**src/rtl/data_mem_arbiter.sv**
```systemverilog
`timescale 1ns/1ps
// Round-robin arbiter/sequencer sharing data_mem between m0 and m1; MEM_ARB_ALIGN_CHECK_EN enables alignment/range rejection.
// Latency: req sampled at E0 -> ACCESS E0..E1 -> done/err pulse and rdata valid in cycle E1..E2.
// Backpressure: requester holds req with stable fields until done; the loser simply waits, one access per 2 cycles.
module data_mem_arbiter #(
   parameter int MEM_BYTES = 128
) (
   input  logic        clk,
   input  logic        reset,
   input  logic        m0_req,
   input  logic [1:0]  m0_we,
   input  logic [2:0]  m0_re,
   input  logic [31:0] m0_addr,
   input  logic [31:0] m0_wdata,
   output logic        m0_gnt,
   output logic        m0_done,
   output logic        m0_err,
   input  logic        m1_req,
   input  logic [1:0]  m1_we,
   input  logic [2:0]  m1_re,
   input  logic [31:0] m1_addr,
   input  logic [31:0] m1_wdata,
   output logic        m1_gnt,
   output logic        m1_done,
   output logic        m1_err,
   output logic [31:0] rdata,
   output logic [1:0]  mem_MemWrite,
   output logic [2:0]  mem_MemRead,
   output logic [31:0] mem_address,
   output logic [31:0] mem_write_data,
   input  logic [31:0] mem_MemRead_data
);

`ifdef MEM_ARB_ALIGN_CHECK_EN
   localparam logic CHECK_EN = 1'b1;
`else
   localparam logic CHECK_EN = 1'b0;
`endif

   typedef enum logic {ST_IDLE, ST_ACCESS} state_t;

   state_t      r_state;
   logic        r_last;
   logic        r_id;
   logic        r_bad;
   logic [1:0]  r_gnt;
   logic [1:0]  r_done;
   logic [1:0]  r_err;
   logic [1:0]  r_mem_we;
   logic [2:0]  r_mem_re;
   logic [31:0] r_mem_addr;
   logic [31:0] r_mem_wdata;
   logic [31:0] r_rdata;

   logic        w_any_req;
   logic        w_win;
   logic [1:0]  w_sel_we;
   logic [2:0]  w_sel_re;
   logic [2:0]  w_re_eff;
   logic [31:0] w_sel_addr;
   logic [31:0] w_sel_wdata;
   logic [1:0]  w_size;
   logic [2:0]  w_nbytes;
   logic [32:0] w_end;
   logic        w_misalign;
   logic        w_oob;
   logic        w_bad;

   // Tie goes to the port that did not win last time.
   assign w_any_req   = m0_req | m1_req;
   assign w_win       = (m0_req & m1_req) ? ~r_last : m1_req;
   assign w_sel_we    = w_win ? m1_we    : m0_we;
   assign w_sel_re    = w_win ? m1_re    : m0_re;
   assign w_sel_addr  = w_win ? m1_addr  : m0_addr;
   assign w_sel_wdata = w_win ? m1_wdata : m0_wdata;

   // A write suppresses any simultaneous read request.
   assign w_re_eff = (w_sel_we != 2'b00) ? 3'b000 : w_sel_re;
   assign w_size   = (w_sel_we != 2'b00) ? w_sel_we : w_sel_re[1:0];

   always_comb begin
      w_nbytes = 3'd0;
      case (w_size)
         2'b01:   w_nbytes = 3'd4;
         2'b10:   w_nbytes = 3'd2;
         2'b11:   w_nbytes = 3'd1;
         default: w_nbytes = 3'd0;
      endcase
   end

   assign w_misalign = ((w_size == 2'b01) && (w_sel_addr[1:0] != 2'b00)) ||
                       ((w_size == 2'b10) && w_sel_addr[0]);
   assign w_end      = {1'b0, w_sel_addr} + {30'd0, w_nbytes};
   assign w_oob      = (w_size != 2'b00) && (w_end > 33'(MEM_BYTES));
   assign w_bad      = CHECK_EN & (w_misalign | w_oob);

   always_ff @(posedge clk) begin
      if (!reset) begin
         r_state     <= ST_IDLE;
         r_last      <= 1'b1;
         r_id        <= 1'b0;
         r_bad       <= 1'b0;
         r_gnt       <= 2'b00;
         r_done      <= 2'b00;
         r_err       <= 2'b00;
         r_mem_we    <= 2'b00;
         r_mem_re    <= 3'b000;
         r_mem_addr  <= 32'd0;
         r_mem_wdata <= 32'd0;
         r_rdata     <= 32'd0;
      end else begin
         case (r_state)
            ST_IDLE: begin
               r_done <= 2'b00;
               r_err  <= 2'b00;
               if (w_any_req) begin
                  r_state <= ST_ACCESS;
                  r_last  <= w_win;
                  r_id    <= w_win;
                  r_bad   <= w_bad;
                  r_gnt   <= w_win ? 2'b10 : 2'b01;
                  // A rejected command leaves the memory bus idle for its ACCESS cycle.
                  if (w_bad) begin
                     r_mem_we    <= 2'b00;
                     r_mem_re    <= 3'b000;
                     r_mem_addr  <= 32'd0;
                     r_mem_wdata <= 32'd0;
                  end else begin
                     r_mem_we    <= w_sel_we;
                     r_mem_re    <= w_re_eff;
                     r_mem_addr  <= w_sel_addr;
                     r_mem_wdata <= w_sel_wdata;
                  end
               end
            end
            ST_ACCESS: begin
               r_state     <= ST_IDLE;
               r_gnt       <= 2'b00;
               r_done      <= r_id ? 2'b10 : 2'b01;
               r_err       <= r_bad ? (r_id ? 2'b10 : 2'b01) : 2'b00;
               r_rdata     <= (r_mem_re[1:0] != 2'b00) ? mem_MemRead_data : 32'd0;
               r_mem_we    <= 2'b00;
               r_mem_re    <= 3'b000;
               r_mem_addr  <= 32'd0;
               r_mem_wdata <= 32'd0;
            end
            default: r_state <= ST_IDLE;
         endcase
      end
   end

   assign m0_gnt  = r_gnt[0];
   assign m1_gnt  = r_gnt[1];
   assign m0_done = r_done[0];
   assign m1_done = r_done[1];
   assign m0_err  = CHECK_EN & r_err[0];
   assign m1_err  = CHECK_EN & r_err[1];
   assign rdata   = r_rdata;

   // Strobes are gated by reset directly so a reset cycle can never commit a write.
   assign mem_MemWrite   = reset ? r_mem_we : 2'b00;
   assign mem_MemRead    = reset ? r_mem_re : 3'b000;
   assign mem_address    = r_mem_addr;
   assign mem_write_data = r_mem_wdata;

endmodule

```
**config.mk**
```make
export PLATFORM = sky130hd
export DESIGN_NAME = data_mem_arbiter
export DESIGN_NICKNAME = d
export VERILOG_FILES = /design/src/rtl/data_mem_arbiter.sv
export SDC_FILE = /design/constraint.sdc
export NUM_CORES = 1
export LEC_CHECK = 0
export CAP_MARGIN = 20
export CELL_PAD_IN_SITES_DETAIL_PLACEMENT = 0
export CELL_PAD_IN_SITES_GLOBAL_PLACEMENT = 1
export CORE_ASPECT_RATIO = 0.7
export CORE_MARGIN = 1.5
export CORE_UTILIZATION = 28
export CTS_CLUSTER_SIZE = 20
export DETAILED_ROUTE_END_ITERATION = 8
export PLACE_DENSITY_LB_ADDON = 0.05
export SYNTH_ARGS = -nofsm -noshare
export SYNTH_HDL_FRONTEND = slang
export SYNTH_SLANG_ARGS = --single-unit
export TNS_END_PERCENT = 100
```
**constraint.sdc**
```tcl
create_clock -name clk -period 1.75 [get_ports clk]
set_input_delay 0.35 -clock clk [delete_from_list [all_inputs] [get_ports clk]]
set_output_delay 0.35 -clock clk [all_outputs]
set_load 0.05 [all_outputs]
```
==> reports/results.tsv, run 1 <==
stage	metric	value	unit
power_and_ir_drop	switchingPower	2170	µW
power_and_ir_drop	sw_frac_of_total	0.319	
cts	cts_resized	0	
grt	via_count_of_the_first_global_routing_pass	4779	
cells_and_area	antenna_cells_inserted	0	
cts	clkLatencyLatePin	0.36	ns
timing	grt_setup_unrepaired	yes	
die	ioPinCount	281	
placed_design	detailed_place.area	7840	µm²
hold_path	hold_start	m0_req	
cts	path_clk_slew	0.07	ns
worst_setup_path	cp-start-kind	primary input	
worst_setup_path	worstRegToRegCells	4	
cts	clock-root-buffer	clkbuf_16	
synth	synth_seq_cells	108	
synth	seq_area_frac_synth	0.439	
synth	synth_top_cells_by_area	dfxtp_1 44%, mux2i_1 8.9%, o21a_1 7.0%, o221ai_2 6.1%, a22o_1 5.7%	
grt	number_of_antenna_violations_at_the_first_check_in_global_routing	0	
worst_setup_path	cp_max_fo	10	
synth	synth_largest_area_cell	dfxtp_1	
die	rows	40	
hold_path	min_path_type	primary input to flop	
detailed_routing	drt_pre_antenna_iters	4	
timing	layout_worst_path_cycle_share	0.970	
power_and_ir_drop	power.share.combinational	0.280	
detailed_routing	antenna_left	0	
power_and_ir_drop	clockPowerShare	0.324	
grt	grt_first_pass_wirelength	25.9	mm
worst_setup_path	rrSetupSlack	0.37	ns
synth	post_synth_instance_area	4920	µm²
timing	report.final.setup_viol	0	
cells_and_area	finalCoreUtilization	0.475	
worst_setup_path	worstPathRequired	1.40	ns
detailed_routing	wl_per_cell	17.7	µm
cts	postCtsHoldBufs	0	
die	floorplan.die.width	161	µm
die	dieHeight	114	µm
synth	synth_cell_types	35	
run_status	run_status	finished clean	
cts	postCtsSetupRepairBufs	0	
die	die_area	18400	µm²
power_and_ir_drop	powerDensity	832	nW/µm²
power_and_ir_drop	pwr-share-seq	0.396	
timing	worst_slack	0.0524	ns
timing	timing_max_transition_violations_final	0	
cts	clock_sink_count	108	
worst_setup_path	worst_r2r_endpoint	mem_address[27]	
worst_setup_path	arrival	1.35	ns
synth	syn_inst	458	
timing	worst_clock_skew	0.00735	ns
cells_and_area	finalInstanceArea	8160	µm²
power_and_ir_drop	internal_power	4620	µW
detailed_routing	routed_wirelength	17.0	mm
synth	netlist.area_leader.share	0.439	
cts	cts-root-to-sink-buffers	2	
cts	cts_buffers	9	
synth	async_flop_share	0	
detailed_routing	drt_first_iter_violations	237	
cells_and_area	layout-drive-gt1-share	0.242	
hold_path	hold-path-endpoint	r_gnt[1]	
timing	fmax	589	MHz
placed_design	detailed_place_hpwl	12.3	mm
grt	global_route.usage.total	0.181	
synth	dominantRegCellSynth	dfxtp_1	
detailed_routing	remaining_drc_errors	0	
synth	syn_avg_cell_area	10.7	µm²
worst_setup_path	worst_r2r_startpoint	r_state	
worst_setup_path	crit_type	primary input to output port	
placed_design	replace_congestion	0.804	
synth	yosys_warnings	0	
hold_path	hold-path-cell-count	3	
run	max_cap_violations	0	
synth	synth.most_common_cell	dfxtp_1	
grt	pin_count_of_the_biggest_net_entering_global_routing	45	
cells_and_area	areaGrowthSynthToFinish	65.7	%
timing	final.min_clock_period	1.70	ns
synth	ys_top_cells_by_count	108 x dfxtp_1, 46 x o21a_1, 44 x mux2i_1, 43 x a21oi_1, 32 x a22o_1	
placed_design	port_buffers	278	
cts	cts_tree	yes	
detailed_routing	route.vias.total	4705	
grt	overflow	0	
die	initial_core_util	0.287	
power_and_ir_drop	peak_ir_drop_on_the_vdd_network	0.485	mV
power_and_ir_drop	p_leak	0.00330	µW
cts	clock_tree.htree_level_count	3	
synth	synth_enable_flop_cells	0	
worst_setup_path	endpoint_kind	output port	
timing	hold_vio_cnt_final	0	
detailed_routing	detail_route.vias_per_cell	4.90	
cells_and_area	number_of_nets_in_the_layout	899	
die	coreArea	17200	µm²
placed_design	worst_case_setup_slack_after_placement	-0.121	ns
-- routing by layer --
metal  up-vias  wire [µm]  part of all wire  global-route usage
met3        13       1410             0.083              0.0669
met4         0        245             0.014              0.0543
met5         -          0                 0                   0
li1       2298          -                 -                   -
met2       176       7730              0.45               0.289
met1      2218       7660              0.45               0.229
-- flip-flops by register name, indices dropped and copies added (netlist names) --
| register | cells |
|---|---|
| mem_address | 32 |
| mem_write_data | 32 |
| r_done | 2 |
| r_gnt | 2 |
| r_id | 1 |
| r_last | 1 |
| r_mem_re | 3 |
| r_mem_we | 2 |
| r_state | 1 |
| rdata | 32 |
-- how the worst max path moves through the flow --
stage | from | endpoint | slack, ns | depth (start not counted)
2_1_floorplan | m0_req | mem_address[31] | 0.43 | 5
3_3_place_gp | m1_req | mem_address[8] | -0.07 | 5
3_5_place_dp | m1_req | mem_address[27] | -0.12 | 5
4_1_cts | reset | mem_MemRead[1] | 0.04 | 4
5_1_grt | reset | mem_MemRead[0] | -0.006 | 4
6_report | reset | mem_MemRead[0] | 0.05 | 4
-- area by class of cell --
class,instances,area (µm²)
inverters,1,3.75
fillers,1618,9010
multi-input cells,299,2480
flip-flops and latches,108,2160
well taps,231,289
clock inverters,7,87.6
repair buffers,306,2920
clock buffers,9,225
-- per-stage QoR --
stage	power (µW)	instances	TNS [ns]	hold slack, ns
4_1_cts	6910	961	0	0.439
5_1_grt	7100	961	-0.0116	0.453
3_3_place_gp	4630	945	-1.60	0.457
2_1_floorplan	3800	459	0	0.405
6_report	6790	961	0	0.449
3_5_place_dp	4660	945	-3.77	0.463
-- worst max-delay path, stage by stage --
cell and delay [ns]:
clkdlybuf4s50_1 0.47, buf_4 0.17, and2_1 0.20, buf_12 0.15
-- logic make-up after synthesis --
| kind of cell | count (synthesis) | share of synthesized area |
|---|---|---|
| other | 1 | 0.000762 |
| multiplexers | 44 | 0.0895 |
| flip-flops | 108 | 0.439 |
| AO/OA/AOI/OAI | 196 | 0.341 |
| AND/OR/NAND/NOR | 57 | 0.0679 |
| buffers and inverters | 52 | 0.0618 |
-- power groups by stage --
stage                     logic [µW]  clock network (µW)  registers [µW]
after floorplan                  608                   0            3190
after global placement          1890                   0            2740
after detailed placement        1910                   0            2750
after CTS                       1920                2300            2690
after global routing            2010                2390            2710
final                           1900                2200            2690
-- cell usage in the layout (no fill, tap or decap), types with 4 or more instances in the layout --
cell type | synthesis | layout
dfxtp_1 | 108 | 108
and2_1 | 6 | 5
buf_4 | 15 | 119
nand2b_1 | 27 | 27
clkdlybuf4s50_1 | 0 | 172
o221a_1 | 22 | 22
buf_12 | 0 | 15
nor2_1 | 5 | 4
o21a_1 | 46 | 46
a22o_1 | 32 | 32
clkbuf_16 | 0 | 9
a21oi_1 | 43 | 43
o221ai_2 | 20 | 20
o221ai_1 | 19 | 19
mux2i_1 | 44 | 44
nor2b_1 | 5 | 4
(Power assumes the default switching activity.)
==> run 2, diff against run 1 <==
clock period = 1.83 ns   (was 1.75 ns; I/O delays follow)
==> run 2 against run 1 <==
Cell area down 0.67%. Critical path depth did not move. Largest cell class unchanged. Critical endpoint is now mem_MemRead[1]. Highest routed layer unchanged. Die area is the same. Clock-buffer cell count unchanged. Flip-flop and latch count is the same.
==> reports/results.tsv, run 2 (synthesized netlist as in run 1, its figures left out) <==
stage	metric	value	unit	change
run_status	run_status	finished clean		unchanged
cells_and_area	number_of_nets_in_the_layout	891		was 899
cells_and_area	area_of_combinational_cells_with_multiple_inputs	2470	µm²	was 2480 µm²
worst_setup_path	timing.critical_path.to	mem_MemRead[1]		was mem_MemRead[0]
grt	via_count_of_the_first_global_routing_pass	4893		was 4779
worst_setup_path	crit_type	primary input to output port		unchanged
cts	clock_sink_count	108		unchanged
timing	layout_worst_path_cycle_share	0.952		
worst_setup_path	worst_r2r_endpoint	mem_address[8]		was mem_address[27]
power_and_ir_drop	report.power.total	6480	µW	was 6790 µW
die	dieHeight	114	µm	unchanged
placed_design	detailed_place.area	7790	µm²	was 7840 µm²
cells_and_area	areaGrowthSynthToFinish	64.6	%	was 65.7%
cells_and_area	antenna_cells_inserted	0		unchanged
cts	cts-root-to-sink-buffers	2		unchanged
worst_setup_path	endpoint_kind	output port		unchanged
cells_and_area	seq_area	2160	µm²	unchanged
hold_path	hold_start	r_mem_re[2]		was m0_req
placed_design	detailed_place_hpwl	12.0	mm	was 12.3 mm
cells_and_area	finalInstanceArea	8100	µm²	was 8160 µm²
placed_design	replace_congestion	0.792		was 0.804
detailed_routing	detail_route.vias_per_cell	4.94		was 4.90
cts	cts_resized	2		was 0
worst_setup_path	worstPathRequired	1.46	ns	was 1.40 ns
die	die_area	18400	µm²	unchanged
grt	grt_first_pass_wirelength	26.0	mm	was 25.9 mm
timing	fmax	574	MHz	
grt	overflow	0		unchanged
cts	clkLatencyLatePin	0.35	ns	was 0.36 ns
detailed_routing	wl_per_cell	17.9	µm	was 17.7 µm
timing	hold_vio_cnt_final	0		unchanged
worst_setup_path	critPathLaunch	reset		unchanged
detailed_routing	routed_wirelength	17.0	mm	about the same
grt	number_of_antenna_violations_at_the_first_check_in_global_routing	0		unchanged
timing	report.final.setup_viol	0		unchanged
cells_and_area	most_common_cell_after_layout_fill_and_taps_aside	clkdlybuf4s50_1		unchanged
hold_path	min_path_type	flop to flop		was primary input to flop
grt	global_route.usage.total	0.181		about the same
run	max_cap_violations	0		unchanged
timing	grt_setup_unrepaired	no		was yes
die	ioPinCount	281		unchanged
cts	cts_tree	yes		unchanged
detailed_routing	drt_pre_antenna_iters	4		unchanged
cts	clock-root-buffer	clkbuf_16		unchanged
cts	path_clk_slew	0.08	ns	was 0.07 ns
detailed_routing	route.vias.total	4705		unchanged
cts	postCtsHoldBufs	0		unchanged
cells_and_area	layout-drive-gt1-share	0.230		was 0.242
cells_and_area	nFillCells	1591		was 1618
worst_setup_path	worstRegToRegCells	4		unchanged
timing	totalNegativeSetupSlack	0	ns	unchanged
timing	final.min_clock_period	1.74	ns	
detailed_routing	antenna_left	0		unchanged
worst_setup_path	rrSetupSlack	0.49	ns	was 0.37 ns
timing	worst_clock_skew	0.00789	ns	was 0.00735 ns
worst_setup_path	cp-start-kind	primary input		unchanged
power_and_ir_drop	powerDensity	799	nW/µm²	was 832 nW/µm²
placed_design	port_buffers	278		unchanged
die	initial_core_util	0.287		unchanged
power_and_ir_drop	p_leak	0.00327	µW	was 0.00330 µW
cts	clock_tree.htree_level_count	3		unchanged
detailed_routing	drt_first_iter_violations	236		was 237
die	coreArea	17200	µm²	unchanged
worst_setup_path	cp_max_fo	10		unchanged
cells_and_area	final_cell_mix	172 x clkdlybuf4s50_1, 109 x buf_4, 108 x dfxtp_1, 46 x o21a_1, 44 x mux2i_1		was 172 x clkdlybuf4s50_1, 119 x buf_4, 108 x dfxtp_1, 46 x o21a_1, 44 x mux2i_1
detailed_routing	remaining_drc_errors	0		unchanged
power_and_ir_drop	peak_ir_drop_on_the_vdd_network	0.446	mV	was 0.485 mV
worst_setup_path	arrival	1.38	ns	was 1.35 ns
grt	pin_count_of_the_biggest_net_entering_global_routing	60		was 45
die	floorplan.die.width	161	µm	unchanged
cts	cts_buffers	9		unchanged
worst_setup_path	worst_r2r_startpoint	r_state		unchanged
cells_and_area	finalCoreUtilization	0.472		was 0.475
timing	timing_max_transition_violations_final	0		unchanged
cts	postCtsSetupRepairBufs	0		unchanged
die	rows	40		unchanged
-- run 2: area by class of cell --
| class | count | area share |
|---|---|---|
| well taps | 231 | 0.0357 |
| multi-input cells | 299 | 0.305 |
| clock buffers | 9 | 0.0278 |
| flip-flops and latches | 108 | 0.267 |
| repair buffers | 298 | 0.353 |
| inverters | 1 | 0.000463 |
| clock inverters | 7 | 0.0114 |
-- run 2: stage by stage --
stage / hold slack, ns / setup slack [ns] / cells
2_1_floorplan: 0.405 / 0.493 / 459
3_3_place_gp: 0.458 / -0.0237 / 937
3_5_place_dp: 0.458 / -0.0456 / 937
4_1_cts: 0.458 / 0.0703 / 953
5_1_grt: 0.487 / 0.00594 / 953
6_report: 0.467 / 0.0878 / 953
-- run 2: critical path, cell delays in order --
cell,delay (ns)
clkdlybuf4s50_1,0.48
buf_4,0.18
and2_1,0.20
buf_12,0.15
-- run 2: how the worst min path moves through the flow --
| stage | slack, ns | endpoint | cells past startpoint |
|---|---|---|---|
| 2_1_floorplan | 0.41 | r_done[0] | 1 |
| 3_3_place_gp | 0.46 | r_mem_re[2] | 2 |
| 3_5_place_dp | 0.46 | r_mem_re[2] | 2 |
| 4_1_cts | 0.46 | mem_write_data[5] | 3 |
| 5_1_grt | 0.49 | mem_write_data[5] | 3 |
| 6_report | 0.47 | r_mem_re[2] | 2 |
-- run 2: routing by layer --
| metal | GRT usage | up-vias | wire length (µm) |
|---|---|---|---|
| li1 | - | 2284 | - |
| met1 | 0.225 | 2222 | 7600 |
| met2 | 0.294 | 181 | 7700 |
| met3 | 0.0684 | 18 | 1490 |
| met4 | 0.0506 | 0 | 238 |
| met5 | 0 | - | 0 |
-- run 2: where the power goes --
part / internal [µW] / switching, µW / total (µW) / leakage [µW]
Clock: 1100 / 1010 / 2110 / 0.000156
Sequential: 2490 / 79.1 / 2570 / 0.000886
Combinational: 813 / 985 / 1800 / 0.00223
==> run 3, diff against run 2 <==
CORE_MARGIN = 10   (was 1.5)
==> run 3 against run 2 <==
Register-to-register slack got worse by 0.05 ns. Combinational power about the same. Non-clock buffer count increased by 4. Worst hold slack got worse by 0.025 ns. Clock power decreased by 5%. Sequential share of layout area about the same. Global-route usage decreased by 1.9 points. Critical path depth unchanged. Flip-flop and latch count unchanged. Power decreased by 1.4%. Sequential power about the same. Cell area about the same.
==> reports/results.tsv, run 3 (synthesized netlist as in run 1, its figures left out) <==
stage	metric	value	unit	change
cts	postCtsSetupRepairBufs	0		unchanged
cts	postCtsHoldBufs	0		unchanged
power_and_ir_drop	powerDensity	788	nW/µm²	was 799 nW/µm²
worst_setup_path	crit_type	primary input to output port		unchanged
placed_design	detailed_place_hpwl	15.0	mm	was 12.0 mm
die	initial_core_util	0.286		was 0.287
power_and_ir_drop	p_leak	0.00327	µW	about the same
power_and_ir_drop	switchingPower	2100	µW	was 2070 µW
cts	cts_tree	yes		unchanged
grt	grt_first_pass_wirelength	29.5	mm	was 26.0 mm
detailed_routing	wl_per_cell	20.8	µm	was 17.9 µm
grt	global_route.usage.total	0.162		was 0.181
cts	cts-root-to-sink-buffers	2		unchanged
timing	worst_slack	0.0692	ns	was 0.0878 ns
cts	path_clk_slew	0.08	ns	about the same
worst_setup_path	arrival	1.39	ns	was 1.38 ns
timing	timing_max_transition_violations_final	0		unchanged
run	max_cap_violations	0		unchanged
timing	final.min_clock_period	1.76	ns	was 1.74 ns
detailed_routing	drt_first_iter_violations	204		was 236
grt	pin_count_of_the_biggest_net_entering_global_routing	44		was 60
power_and_ir_drop	power.share.combinational	0.284		was 0.278
die	die_area	23400	µm²	was 18400 µm²
placed_design	dp.cells	941		was 937
timing	grt_setup_unrepaired	no		unchanged
timing	worst_clock_skew	0.00835	ns	was 0.00789 ns
cells_and_area	antenna_cells_inserted	0		unchanged
cts	clock_sink_count	108		unchanged
cells_and_area	number_of_nets_in_the_layout	895		was 891
grt	overflow	0		unchanged
worst_setup_path	endpoint_kind	output port		unchanged
die	coreArea	17200	µm²	about the same
timing	report.final.setup_viol	0		unchanged
placed_design	replace_congestion	0.776		was 0.792
detailed_routing	drt_pre_antenna_iters	4		unchanged
placed_design	worst_case_setup_slack_after_placement	0.0359	ns	was -0.0456 ns
die	floorplan.die.width	178	µm	was 161 µm
power_and_ir_drop	internal_power	4280	µW	was 4410 µW
cts	cts_buffers	9		unchanged
run_status	run_status	finished clean		unchanged
grt	via_count_of_the_first_global_routing_pass	5063		was 4893
cts	clock-root-buffer	clkbuf_16		unchanged
worst_setup_path	cp_max_fo	10		unchanged
detailed_routing	remaining_drc_errors	0		unchanged
cells_and_area	areaGrowthSynthToFinish	64.7	%	was 64.6%
worst_setup_path	cp-start-kind	primary input		unchanged
power_and_ir_drop	peak_ir_drop_on_the_vdd_network	0.467	mV	was 0.446 mV
timing	totalNegativeSetupSlack	0	ns	unchanged
die	ioPinCount	281		unchanged
placed_design	port_buffers	278		unchanged
grt	number_of_antenna_violations_at_the_first_check_in_global_routing	1		was 0
power_and_ir_drop	sw_frac_of_total	0.329		was 0.320
power_and_ir_drop	clockPowerShare	0.313		was 0.326
die	rows	40		unchanged
detailed_routing	detail_route.vias_per_cell	4.94		about the same
cts	clock_tree.htree_level_count	3		unchanged
cells_and_area	most_common_cell_after_layout_fill_and_taps_aside	clkdlybuf4s50_1		unchanged
die	dieHeight	131	µm	was 114 µm
detailed_routing	routed_wirelength	19.9	mm	was 17.0 mm
cts	clkLatencyLatePin	0.35	ns	about the same
power_and_ir_drop	pwr-share-seq	0.403		was 0.396
detailed_routing	antenna_left	0		unchanged
timing	layout_worst_path_cycle_share	0.962		was 0.952
hold_path	min_path_type	flop to flop		unchanged
worst_setup_path	worstPathRequired	1.46	ns	about the same
timing	fmax	568	MHz	was 574 MHz
cells_and_area	finalNonFillerCells	957		was 953
timing	hold_vio_cnt_final	0		unchanged
detailed_routing	route.vias.total	4724		was 4705
cells_and_area	layout-drive-gt1-share	0.238		was 0.230
cells_and_area	final_cell_mix	172 x clkdlybuf4s50_1, 116 x buf_4, 108 x dfxtp_1, 46 x o21a_1, 44 x mux2i_1		was 172 x clkdlybuf4s50_1, 109 x buf_4, 108 x dfxtp_1, 46 x o21a_1, 44 x mux2i_1
-- run 3: final cells by class --
class                   instances  area (µm²)
clock inverters                 7        80.1
clock buffers                   9         225
inverters                       1        3.75
well taps                     231         289
fillers                      1627        9110
repair buffers                302        2870
multi-input cells             299        2480
flip-flops and latches        108        2160
-- run 3: worst paths after layout --
path / startpoint / to / slack [ns] / cells after the start
setup / recovery: reset / mem_MemRead[0] / 0.07 / 4
hold / removal: r_id / r_done[0] / 0.44 / 1
setup reg to reg: r_state / mem_address[30] / 0.44 / 4
hold reg to reg: r_id / r_done[0] / 0.44 / 1
-- run 3: power groups by stage --
stage | registers (µW) | clock network, µW | logic, µW
after CTS | 2570 | 2090 | 1830
after detailed placement | 2630 | 0 | 1830
final | 2570 | 2000 | 1810
after global placement | 2620 | 0 | 1800
after global routing | 2590 | 2160 | 1930
after floorplan | 3060 | 0 | 582
-- run 3: stage by stage --
stage	power, µW	hold WS, ns	utilization	instance area [µm²]
after floorplan	3640	0.405	-	4930
after global placement	4430	0.437	0.453	7800
after detailed placement	4450	0.437	0.453	7800
after CTS	6500	0.454	0.471	8110
after global routing	6680	0.475	0.471	8110
final	6390	0.443	0.471	8110
-- run 3: critical path, stage by stage --
cell and delay, ns:
clkdlybuf4s50_1 0.49, buf_4 0.18, and2_1 0.20, buf_12 0.15
-- run 3: layer usage --
layer	global-route usage	vias up	routed length (µm)
met5	0	-	10
met4	0.0373	2	225
met3	0.0808	18	2170
met2	0.259	200	9160
met1	0.191	2215	8300
li1	-	2289	-
-- run 3: what timing repair did --
| item | in CTS | in global routing |
|---|---|---|
| hold endpoints to repair | 0 | 0 |
| endpoints found under the setup margin | 0 | 1 |
| gates resized for setup | 0 | 1 |
